[src/rtl/coax_trig_pkg.sv]
// Shared definitions for the coax trigger transmitter.
// Provides the default channel count and counter width, the pulse/holdoff
// field widths, the per-channel state encoding and a saturating increment.
package coax_trig_pkg;

  localparam int NCH    = 16;
  localparam int CNTW   = 32;
  localparam int PULSEW = 4;
  localparam int HOLDW  = 8;

  typedef enum logic [1:0] {
    TX_IDLE = 2'd0,
    TX_FIRE = 2'd1,
    TX_DEAD = 2'd2
  } tx_state_t;

  // Increment that sticks at all-ones; the caller says whether v is already full,
  // so narrower counters can share this helper after zero-extension.
  function automatic logic [CNTW-1:0] sat_inc(input logic [CNTW-1:0] v, input logic is_full);
    if (is_full) begin
      sat_inc = v;
    end else begin
      sat_inc = v + CNTW'(1);
    end
  endfunction

endpackage

[src/rtl/coax_trig_if.sv]
// Bundle of the trigger link's data/config signals.
//   hit, chan_en, pulse_len, holdoff, force_fire, resetcnt, cntsel : toward transmitter
//   coax_out, cnt_out                                              : from transmitter
// slave modport is the transmitter, master modport is whoever drives it.
interface coax_trig_if #(
  parameter int NCH  = coax_trig_pkg::NCH,
  parameter int CNTW = coax_trig_pkg::CNTW
);
  import coax_trig_pkg::*;

  logic [NCH-1:0]    hit;
  logic [NCH-1:0]    chan_en;
  logic [PULSEW-1:0] pulse_len;
  logic [HOLDW-1:0]  holdoff;
  logic              force_fire;
  logic              resetcnt;
  logic [7:0]        cntsel;
  logic [NCH-1:0]    coax_out;
  logic [CNTW-1:0]   cnt_out;

  modport slave (
    input  hit, chan_en, pulse_len, holdoff, force_fire, resetcnt, cntsel,
    output coax_out, cnt_out
  );

  modport master (
    output hit, chan_en, pulse_len, holdoff, force_fire, resetcnt, cntsel,
    input  coax_out, cnt_out
  );
endinterface

[src/rtl/coax_tx_chan.sv]
// One coax trigger channel: IDLE/FIRE/DEAD pulse shaper plus sent/missed counters.
//   clk_adc, nrst : clock, async active-low reset
//   i_trig        : qualified trigger for this channel (already enabled/edge-detected)
//   i_len, i_hold : registered pulse width / holdoff, captured when a pulse starts
//   i_resetcnt    : synchronous counter clear, wins over increments
//   o_coax        : registered pulse output
//   o_sent/o_missed : saturating counters
module coax_tx_chan
  import coax_trig_pkg::*;
#(
  parameter int CW = 32
) (
  input  logic              clk_adc,
  input  logic              nrst,
  input  logic              i_trig,
  input  logic [PULSEW-1:0] i_len,
  input  logic [HOLDW-1:0]  i_hold,
  input  logic              i_resetcnt,
  output logic              o_coax,
  output logic [CW-1:0]     o_sent,
  output logic [CW-1:0]     o_missed
);

  tx_state_t        r_state, w_state_nxt;
  logic [HOLDW-1:0] r_tick, w_tick_nxt;
  logic [HOLDW-1:0] r_hold, w_hold_nxt;
  logic             r_coax;
  logic [CW-1:0]    r_sent, r_missed;
  logic             w_fire, w_miss;

  // Next-state logic; holdoff is captured at fire time so mid-pulse edits wait for the next trigger.
  always_comb begin
    w_state_nxt = r_state;
    w_tick_nxt  = r_tick;
    w_hold_nxt  = r_hold;
    w_fire      = 1'b0;
    w_miss      = 1'b0;
    case (r_state)
      TX_IDLE: begin
        if (i_trig) begin
          w_state_nxt = TX_FIRE;
          w_tick_nxt  = (i_len == 4'd0) ? 8'd0 : (HOLDW'(i_len) - 8'd1);
          w_hold_nxt  = i_hold;
          w_fire      = 1'b1;
        end else begin
          w_state_nxt = TX_IDLE;
        end
      end
      TX_FIRE: begin
        w_miss = i_trig;
        if (r_tick == 8'd0) begin
          if (r_hold == 8'd0) begin
            w_state_nxt = TX_IDLE;
          end else begin
            w_state_nxt = TX_DEAD;
            w_tick_nxt  = r_hold - 8'd1;
          end
        end else begin
          w_tick_nxt = r_tick - 8'd1;
        end
      end
      TX_DEAD: begin
        w_miss = i_trig;
        if (r_tick == 8'd0) begin
          w_state_nxt = TX_IDLE;
        end else begin
          w_tick_nxt = r_tick - 8'd1;
        end
      end
      default: begin
        w_state_nxt = TX_IDLE;
        w_tick_nxt  = 8'd0;
      end
    endcase
  end

  // State, tick counter and pulse output registers; output goes high on the firing edge itself.
  always_ff @(posedge clk_adc or negedge nrst) begin
    if (!nrst) begin
      r_state <= TX_IDLE;
      r_tick  <= 8'd0;
      r_hold  <= 8'd0;
      r_coax  <= 1'b0;
    end else begin
      r_state <= w_state_nxt;
      r_tick  <= w_tick_nxt;
      r_hold  <= w_hold_nxt;
      r_coax  <= (w_state_nxt == TX_FIRE);
    end
  end

  // Sent/missed counters with clear priority over increment.
  always_ff @(posedge clk_adc or negedge nrst) begin
    if (!nrst) begin
      r_sent   <= '0;
      r_missed <= '0;
    end else if (i_resetcnt) begin
      r_sent   <= '0;
      r_missed <= '0;
    end else begin
      if (w_fire) begin
        r_sent <= CW'(sat_inc(CNTW'(r_sent), &r_sent));
      end
      if (w_miss) begin
        r_missed <= CW'(sat_inc(CNTW'(r_missed), &r_missed));
      end
    end
  end

  assign o_coax   = r_coax;
  assign o_sent   = r_sent;
  assign o_missed = r_missed;

endmodule

[src/rtl/coax_trig_tx.sv]
// Digitizer-side coax trigger transmitter.
//   clk_adc : sole clock        nrst : async active-low reset
//   bus     : coax_trig_if slave (hit/chan_en/pulse_len/holdoff/force_fire/resetcnt/cntsel in,
//             coax_out/cnt_out out)
// Registers the slow-domain inputs, detects hit rising edges, fans out force_fire,
// runs one coax_tx_chan per channel and muxes one counter onto cnt_out.
module coax_trig_tx #(
  parameter int NCH  = coax_trig_pkg::NCH,
  parameter int CNTW = coax_trig_pkg::CNTW
) (
  input  logic        clk_adc,
  input  logic        nrst,
  coax_trig_if.slave  bus
);
  import coax_trig_pkg::*;

  logic [NCH-1:0]    r_hit, r_hit_d, r_en;
  logic [PULSEW-1:0] r_len;
  logic [HOLDW-1:0]  r_hold;
  logic [4:0]        r_sel;   // {missed-select, channel}; cntsel[6:4] has no meaning
  logic [CNTW-1:0]   r_cnt;
  logic [NCH-1:0]    w_edge, w_trig, w_coax;
  logic [CNTW-1:0]   w_sent   [NCH];
  logic [CNTW-1:0]   w_missed [NCH];

  // Input stage: one register on everything sourced from the slow domain, plus the edge-delay stage.
  always_ff @(posedge clk_adc or negedge nrst) begin
    if (!nrst) begin
      r_hit   <= '0;
      r_hit_d <= '0;
      r_en    <= '0;
      r_len   <= 4'd0;
      r_hold  <= 8'd0;
      r_sel   <= 5'd0;
    end else begin
      r_hit   <= bus.hit;
      r_hit_d <= r_hit;
      r_en    <= bus.chan_en;
      r_len   <= bus.pulse_len;
      r_hold  <= bus.holdoff;
      r_sel   <= {bus.cntsel[7], bus.cntsel[3:0]};
    end
  end

  // force_fire is a direct strobe, so it fires one edge earlier than a hit.
  assign w_edge = r_hit & ~r_hit_d;
  assign w_trig = r_en & (w_edge | {NCH{bus.force_fire}});

  for (genvar gi = 0; gi < NCH; gi++) begin : g_ch
    coax_tx_chan #(.CW(CNTW)) u_chan (
      .clk_adc    (clk_adc),
      .nrst       (nrst),
      .i_trig     (w_trig[gi]),
      .i_len      (r_len),
      .i_hold     (r_hold),
      .i_resetcnt (bus.resetcnt),
      .o_coax     (w_coax[gi]),
      .o_sent     (w_sent[gi]),
      .o_missed   (w_missed[gi])
    );
  end

  // Readout register: selected counter one tick after the select is registered.
  always_ff @(posedge clk_adc or negedge nrst) begin
    if (!nrst) begin
      r_cnt <= '0;
    end else if (r_sel[4]) begin
      r_cnt <= w_missed[r_sel[3:0]];
    end else begin
      r_cnt <= w_sent[r_sel[3:0]];
    end
  end

  assign bus.coax_out = w_coax;
  assign bus.cnt_out  = r_cnt;

endmodule

[src/flat_wrapper.sv]
// flat-port wrapper written by rule: the top's interface ports become plain ports
module coax_trig_tx_flat import coax_trig_pkg::*;
#(
  parameter int NCH  = coax_trig_pkg::NCH,
  parameter int CNTW = coax_trig_pkg::CNTW
)
  (clk_adc, nrst, bus_hit, bus_chan_en, bus_pulse_len, bus_holdoff, bus_force_fire, bus_resetcnt, bus_cntsel, bus_coax_out, bus_cnt_out);
  coax_trig_if #(.NCH(NCH), .CNTW(CNTW)) bus_i ();
  input  logic clk_adc;
  input  logic nrst;
  input wire logic [$bits(bus_i.hit)-1:0] bus_hit;
  input wire logic [$bits(bus_i.chan_en)-1:0] bus_chan_en;
  input wire logic [$bits(bus_i.pulse_len)-1:0] bus_pulse_len;
  input wire logic [$bits(bus_i.holdoff)-1:0] bus_holdoff;
  input wire logic [$bits(bus_i.force_fire)-1:0] bus_force_fire;
  input wire logic [$bits(bus_i.resetcnt)-1:0] bus_resetcnt;
  input wire logic [$bits(bus_i.cntsel)-1:0] bus_cntsel;
  output wire logic [$bits(bus_i.coax_out)-1:0] bus_coax_out;
  output wire logic [$bits(bus_i.cnt_out)-1:0] bus_cnt_out;
  assign bus_i.hit = bus_hit;
  assign bus_i.chan_en = bus_chan_en;
  assign bus_i.pulse_len = bus_pulse_len;
  assign bus_i.holdoff = bus_holdoff;
  assign bus_i.force_fire = bus_force_fire;
  assign bus_i.resetcnt = bus_resetcnt;
  assign bus_i.cntsel = bus_cntsel;
  assign bus_coax_out = bus_i.coax_out;
  assign bus_cnt_out = bus_i.cnt_out;
  coax_trig_tx #(.NCH(NCH), .CNTW(CNTW)) u_core (.clk_adc(clk_adc), .nrst(nrst), .bus(bus_i));
endmodule
[config.mk]
export PLATFORM = sky130hd
export DESIGN_NAME = coax_trig_tx_flat
export DESIGN_NICKNAME = d
export VERILOG_FILES = /design/src/rtl/coax_trig_pkg.sv /design/src/rtl/coax_trig_if.sv /design/src/rtl/coax_tx_chan.sv /design/src/rtl/coax_trig_tx.sv /design/src/flat_wrapper.sv
export SDC_FILE = /design/constraint.sdc
export NUM_CORES = 2
export LEC_CHECK = 0
export ABC_CLOCK_PERIOD_IN_PS = 4800
export CORE_MARGIN = 5
export CORE_UTILIZATION = 35
export DETAILED_ROUTE_END_ITERATION = 12
export SLEW_MARGIN = 20
export SYNTH_ARGS = -nofsm -noshare
export SYNTH_HDL_FRONTEND = slang
export SYNTH_SLANG_ARGS = --single-unit
[constraint.sdc]
create_clock -name clk_adc -period 4.8 [get_ports clk_adc]
set_input_delay 0.96 -clock clk_adc [delete_from_list [all_inputs] [get_ports clk_adc]]
set_output_delay 0.96 -clock clk_adc [all_outputs]
set_load 0.05 [all_outputs]
### After elaboration in Yosys (flattened, before gate mapping)

Cells that the tools add are included.

* $add $sub $neg: 65
* $lt $le $gt $ge: 1
* equality and inequality tests: 128
* muxes and demuxes: 312
* bitwise logic cells: 5
* reduce and logical (&&, ||, !) cells: 193

Operators with widths (number)
* $mux W32: 101
* $add A32 B1 Y32 const B: 32
* $reduce_and A32 Y1: 32
* $mux W8: 65
* $pmux W8 S3: 16
* $bmux W32 S4: 2
* $logic_not A8 Y1: 32
* $sub A8 B1 Y8 const B: 32
* $mux W2: 48
* $ne A2 B2 Y1 const B: 48
* $pmux W2 S3: 16
* $reduce_and A2 Y1: 48
* $eq A2 B1 Y1 const B: 32
* $mux W1: 64
* $reduce_bool A2 Y1: 32
* $ne A3 B3 Y1 const B: 16
* $reduce_and A3 Y1: 16
* $and A16 B16 Y16: 2
* $eq A2 B2 Y1 const B: 16
* $logic_not A2 Y1: 16
* $ne A2 B1 Y1 const B: 16
* $reduce_or A2 Y1: 16
* $not A16 Y16: 1
* $or A16 B16 Y16: 1
* other kinds (4): 4

* flip-flop bits (word level): 1425
* input port bits: 56
* output and inout port bits: 48
* logic and storage cells: 807

### Longest topological paths before layout

* word-level depth: 8
* gate-level depth with buffers: 11
* mapped depth without buffers: 8

### Modules after synthesis

A second synthesis with hierarchy kept.

* cell total of the unflattened synthesis: 10196
* area, all modules: 90040.1 um^2

By module, submodules not included
* coax_tx_chan at u_core.g_ch[10].u_chan ...: instances 13, cells an instance 562, area each 4893.4 um^2, seq. area each 2077.0 um^2
* coax_trig_tx: instances 1, cells an instance 1289, area each 11572.3 um^2, seq. area each 2427.3 um^2
* coax_tx_chan at u_core.g_ch[9].u_chan: instances 1, cells an instance 536, area each 5064.9 um^2, seq. area each 2077.0 um^2
* coax_tx_chan at u_core.g_ch[0].u_chan: instances 1, cells an instance 535, area each 4899.7 um^2, seq. area each 2077.0 um^2
* coax_tx_chan at u_core.g_ch[13].u_chan: instances 1, cells an instance 530, area each 4888.4 um^2, seq. area each 2077.0 um^2

### Worst setup path before layout

Ideal clock, no wire load.

* kind: input -> register
* start: input port bus_force_fire
* end: register u_core.g_ch[13].u_chan.r_missed[25]
* setup time: 132 ps
* arrival: 2526 ps
* required time: 4668 ps
* slack: 2142 ps
* stages: 7
* buffers on the path: 1
* cell sequence: buf_2 -> inv_1 -> a2111oi_2 -> and4b_1 -> nand4_1 -> xor2_1 -> nor2_1

* word-level cells in the longest chain between the ends: 5

Ends and longest elaborated chain
* start: declaration: line flat_wrapper.sv:15 `input wire logic [$bits(bus_i.force_fire)-1:0] bus_force_fire;`
* $or A16 B16 Y16: line coax_trig_tx.sv:47 `assign w_trig = r_en & (w_edge | {NCH{bus.force_fire}});`
* $and A16 B16 Y16: line coax_trig_tx.sv:47
* $mux W1: line coax_tx_chan.sv:38 `case (r_state)`
* $reduce_bool A2 Y1 (no line)
* $reduce_and A2 Y1 (no line)
* end signal: assignment: line coax_tx_chan.sv:105 `r_missed <= CW'(sat_inc(CNTW'(r_missed), &r_missed));`
* end: declaration: line coax_tx_chan.sv:28 `logic [CW-1:0] r_sent, r_missed;`

No other way between the ends.
A chain may end at the register's enable or synchronous reset.

### Worst setup path after layout

* start: register u_core.r_hit[12]
* end: register u_core.g_ch[12].u_chan.r_sent[21]

* word-level cells in the longest chain between the ends: 7

Ends and longest elaborated chain
* start: declaration: line coax_trig_tx.sv:17 `logic [NCH-1:0] r_hit, r_hit_d, r_en;`
* start signal: assignment: line coax_trig_tx.sv:36 `r_hit <= bus.hit;`
* $and A16 B16 Y16: line coax_trig_tx.sv:46 `assign w_edge = r_hit & ~r_hit_d;`
* $or A16 B16 Y16: line coax_trig_tx.sv:47
* $and A16 B16 Y16: line coax_trig_tx.sv:47
* $mux W1: line coax_tx_chan.sv:40 `if (i_trig) begin`
* $mux W1: line coax_tx_chan.sv:38
* $reduce_bool A2 Y1 (no line)
* $reduce_and A2 Y1 (no line)
* end signal: assignment: line coax_tx_chan.sv:102 `r_sent <= CW'(sat_inc(CNTW'(r_sent), &r_sent));`
* end: declaration: line coax_tx_chan.sv:28

No other way between the ends.

==> summary.md <==
| Metric | Value |
|---|---|
| Max-cap check violation count | `0` |
| Clock skew | `0.0379 ns` |
| Initial Util | `0.351` |
| Max Freq | `300 MHz` |
| Starting DRT DRC Count | `7781` |
| Net count after synthesis | `8753` |
| Min-delay worst type | `in2async` |
| R2R cell count | `7` |
| Setup TNS | `0 ns` |
| Total Routing Usage GR | `0.207` |
| Count of cell types in the netlist | `98` |
| Peak supply drop | `0.371 mV` |
| Root buffer cell | `clkbuf_16` |
| Share of cells above drive strength 1 | `0.101` |
| FP Rows | `179` |
| R2r startpoint | `u_core.r_hit[12]` |
| Synth warn | `0` |
| Fin. Hold Viols | `0` |
| Placer Congestion | `0.930` |
| First-pass GRT wire length | `403000 um` |
| Post-synth top area share | `0.428` |
| Crit. Startpoint | `u_core.r_hit[12]` |
| I/O pin count | `104` |
| Crit end category | `flop` |
| EDFF count, synth | `0` |
| Net Sw Frac | `0.319` |
| Vias in the first global route | `64900` |
| Post-Syn Area per Cell | `9.72 um^2` |
| Layout net count | `8744` |
| Ranking of synthesized cells by area | `dfrtp_1, mux4_2, xor2_1` |
| DP Wirelength | `193000 um` |
| RSZ-0062 raised after global routing | `false` |
| P_sw | `11.1 mW` |
| Top FF cell, synth | `dfrtp_1` |
| Synth Cell Area | `83300 um^2` |
| Worst-Margin Slew | `1.10 ns` |
| Final setup fails | `0` |
| Resized Gates After CTS | `0` |
| Minimum clock period | `3.33 ns` |
| Crit path kind | `reg2reg` |
| Static leakage | `37.3 nW` |
| Internal | `23.8 mW` |
| Ys async rst share | `1.00` |
| Cell count after placement | `11600` |
| Vias post-DR | `68100` |
| Worst Path Max Fanout | `9` |
| Commonest cells after routing, fill and taps aside | `dfrtp_1, nor2_1, nand2_1, xor2_1, nand3_1` |
| Setup crit start kind | `flop` |
| DIE AREA | `248000 um^2` |
| Worst setup path endpoint | `u_core.g_ch[12].u_chan.o_sent[21]` |
| Clock Path Buffers | `3` |
| Setup Fix Bufs, Post-CTS | `0` |
| Clock power frac | `0.380` |
| Layout overhead on the synthesized area | `12.4%` |
| Final Max Tran Viols | `0` |
| Routed Antenna Nets | `0` |
| CTS buffer count | `163` |
| Hold buffer count at cts | `0` |
| Vias per inst | `5.74` |
| Commonest non-fill, non-tap cell in the layout | `dfrtp_1` |
| Data required time at the worst endpoint | `5.50 ns` |
| Core Box Area | `237000 um^2` |
| Skew-Pair Late Insertion Delay | `0.84 ns` |
| Grt total ovfl | `0` |
| Biggest area consumer among synthesized cells | `dfrtp_1` |
| Largest net degree at the start of global routing | `162` |
| Pwr Density | `373 nW/um^2` |
| Logic pwr share | `0.216` |
| Register area share after synthesis | `0.428` |
| Filler-free cell count of the finished design | `11900` |
| Sequential power share | `0.403` |
| Initial antenna violation count | `22` |
| Seq cells post-synth | `1425` |
| TritonRoute pass-1 iters | `7` |
| Clock sinks | `1425` |
| Port bufs | `100` |
| Ratio of final minimum period to clock period | `0.694` |
| Crit path DAT | `4.03 ns` |
| DRC | `0` |
| Status | `completed` |
| DR WL/cell | `22.3 um` |
| Synth Instances | `8569` |
| H-tree Lvls | `4` |
| CTS tree | `yes` |
| Clock slew at reported path FFs | `0.06 ns` |
| RR Endpoint | `u_core.g_ch[12].u_chan.o_sent[21]` |
| Max-Slew Margin vs Limit | `0.265` |
| Die Ht | `498 um` |
| Die width | `498 um` |
| Reg2reg setup slack | `1.47 ns` |
| Routed wire length | `264000 um` |
-- power by group through the flow --
stage	sequential (mW)	combinational, mW	clock (mW)
after detailed placement	14.3	7.51	0
after CTS	14.1	7.54	13.6
after global placement	14.2	7.35	0
after floorplan	13.9	5.44	0
final	14.1	7.55	13.3
after global routing	14.2	8.38	14.1
-- layer usage --
metal  up-vias  share of wire  global-route usage
met5         -       0.000026                   0
li1      30900              -                   -
met1     34400           0.43               0.284
met3       445          0.073              0.0381
met4         2          0.053               0.101
met2      2345           0.45               0.315
-- cells in the mapped netlist (all sizes together), types with 15 or more instances --
library cell	count
xnor2	422
nand4b	27
nor4b	32
a221oi	15
nor2	1183
mux2i	38
a31oi	31
mux4	320
clkbuf	319
o22ai	18
nor4	177
dfrtp	1425
and3	219
nand2	730
buf	89
or3	122
a211oi	35
a222oi	19
a22o	22
o31ai	35
and4	106
a21oi	193
xor2	573
o2111ai	15
inv	212
nand3	428
and2	61
o211ai	53
or4	40
nand4	377
mux2	76
o21ai	290
nor3	340
ha	128
nor3b	57
nand3b	27
nand2b	33
or2	32
nor2b	59
-- sequential cells by signal, summed over array words and instances, names as in the netlist --
register,cells
u_core.r_hit,16
u_core.g_ch.u_chan.o_missed,512
u_core.bus.cnt_out,32
u_core.g_ch.u_chan.r_hold,128
u_core.r_hit_d,16
u_core.r_en,16
u_core.g_ch.u_chan.r_state,32
u_core.g_ch.u_chan.o_coax,16
u_core.r_hold,8
u_core.g_ch.u_chan.r_tick,128
u_core.r_len,4
u_core.r_sel,5
u_core.g_ch.u_chan.o_sent,512
-- worst min path at each step --
stage	start	to	slack, ns	cells past startpoint
floorplan	u_core.r_hit[0]	u_core.r_hit_d[0]	0.35	0
global placement	u_core.r_hit[2]	u_core.r_hit_d[2]	0.35	0
detailed placement	u_core.r_hit[6]	u_core.r_hit_d[6]	0.36	0
CTS	nrst	u_core.g_ch[1].u_chan.o_missed[20]	0.09	1
global route	nrst	u_core.g_ch[3].u_chan.o_missed[13]	0.12	1
finish	nrst	u_core.g_ch[3].u_chan.o_missed[13]	0.13	1
-- cells by family (layout without fill, tap and decap cells) --
kind of cell / after synthesis / count (layout) / share of synthesized area
AOI/OAI and AO/OA: 888 / 888 / 0.0698
xor gates and xnor gates: 995 / 995 / 0.105
adders and majority gates: 128 / 128 / 0.0192
buffers and inverters: 620 / 743 / 0.0296
DFF: 1425 / 1425 / 0.428
muxes: 434 / 434 / 0.101
other: 0 / 6 / 0
and+or+nand+nor: 4079 / 4079 / 0.247
-- critical path: stages (launching register included) --
cell and delay (ns):
dfrtp_1 0.44, nor2b_1 0.72, o211ai_1 0.46, buf_4 0.31
nor3_1 0.78, nand3_1 0.20, xnor2_1 0.16, nor2b_1 0.12
-- area by class of cell --
cell class	instances	area, um^2
Fill cell	23100	144000
Multi-Input combinational cell	6524	45200
Sequential cell	1425	35700
Clock buffer	241	4840
Tap cell	3167	3960
Timing Repair Buffer	234	2340
Clock inverter	56	838
Inverter	212	796
Antenna cell	6	15.0
-- metrics by stage --
stage / power [mW] / hold slack (ns) / area (um^2) / worst slack [ns] / util
2_1_floorplan: 19.4 / 0.347 / 83300 / 2.14 / -
3_3_place_gp: 21.6 / 0.353 / 87900 / 1.17 / 0.370
3_5_place_dp: 21.8 / 0.358 / 87900 / 1.21 / 0.370
4_1_cts: 35.2 / 0.0875 / 93600 / 1.39 / 0.394
5_1_grt: 36.7 / 0.122 / 93600 / 1.28 / 0.394
6_report: 34.9 / 0.130 / 93600 / 1.47 / 0.394
(Power assumes the default switching activity.)
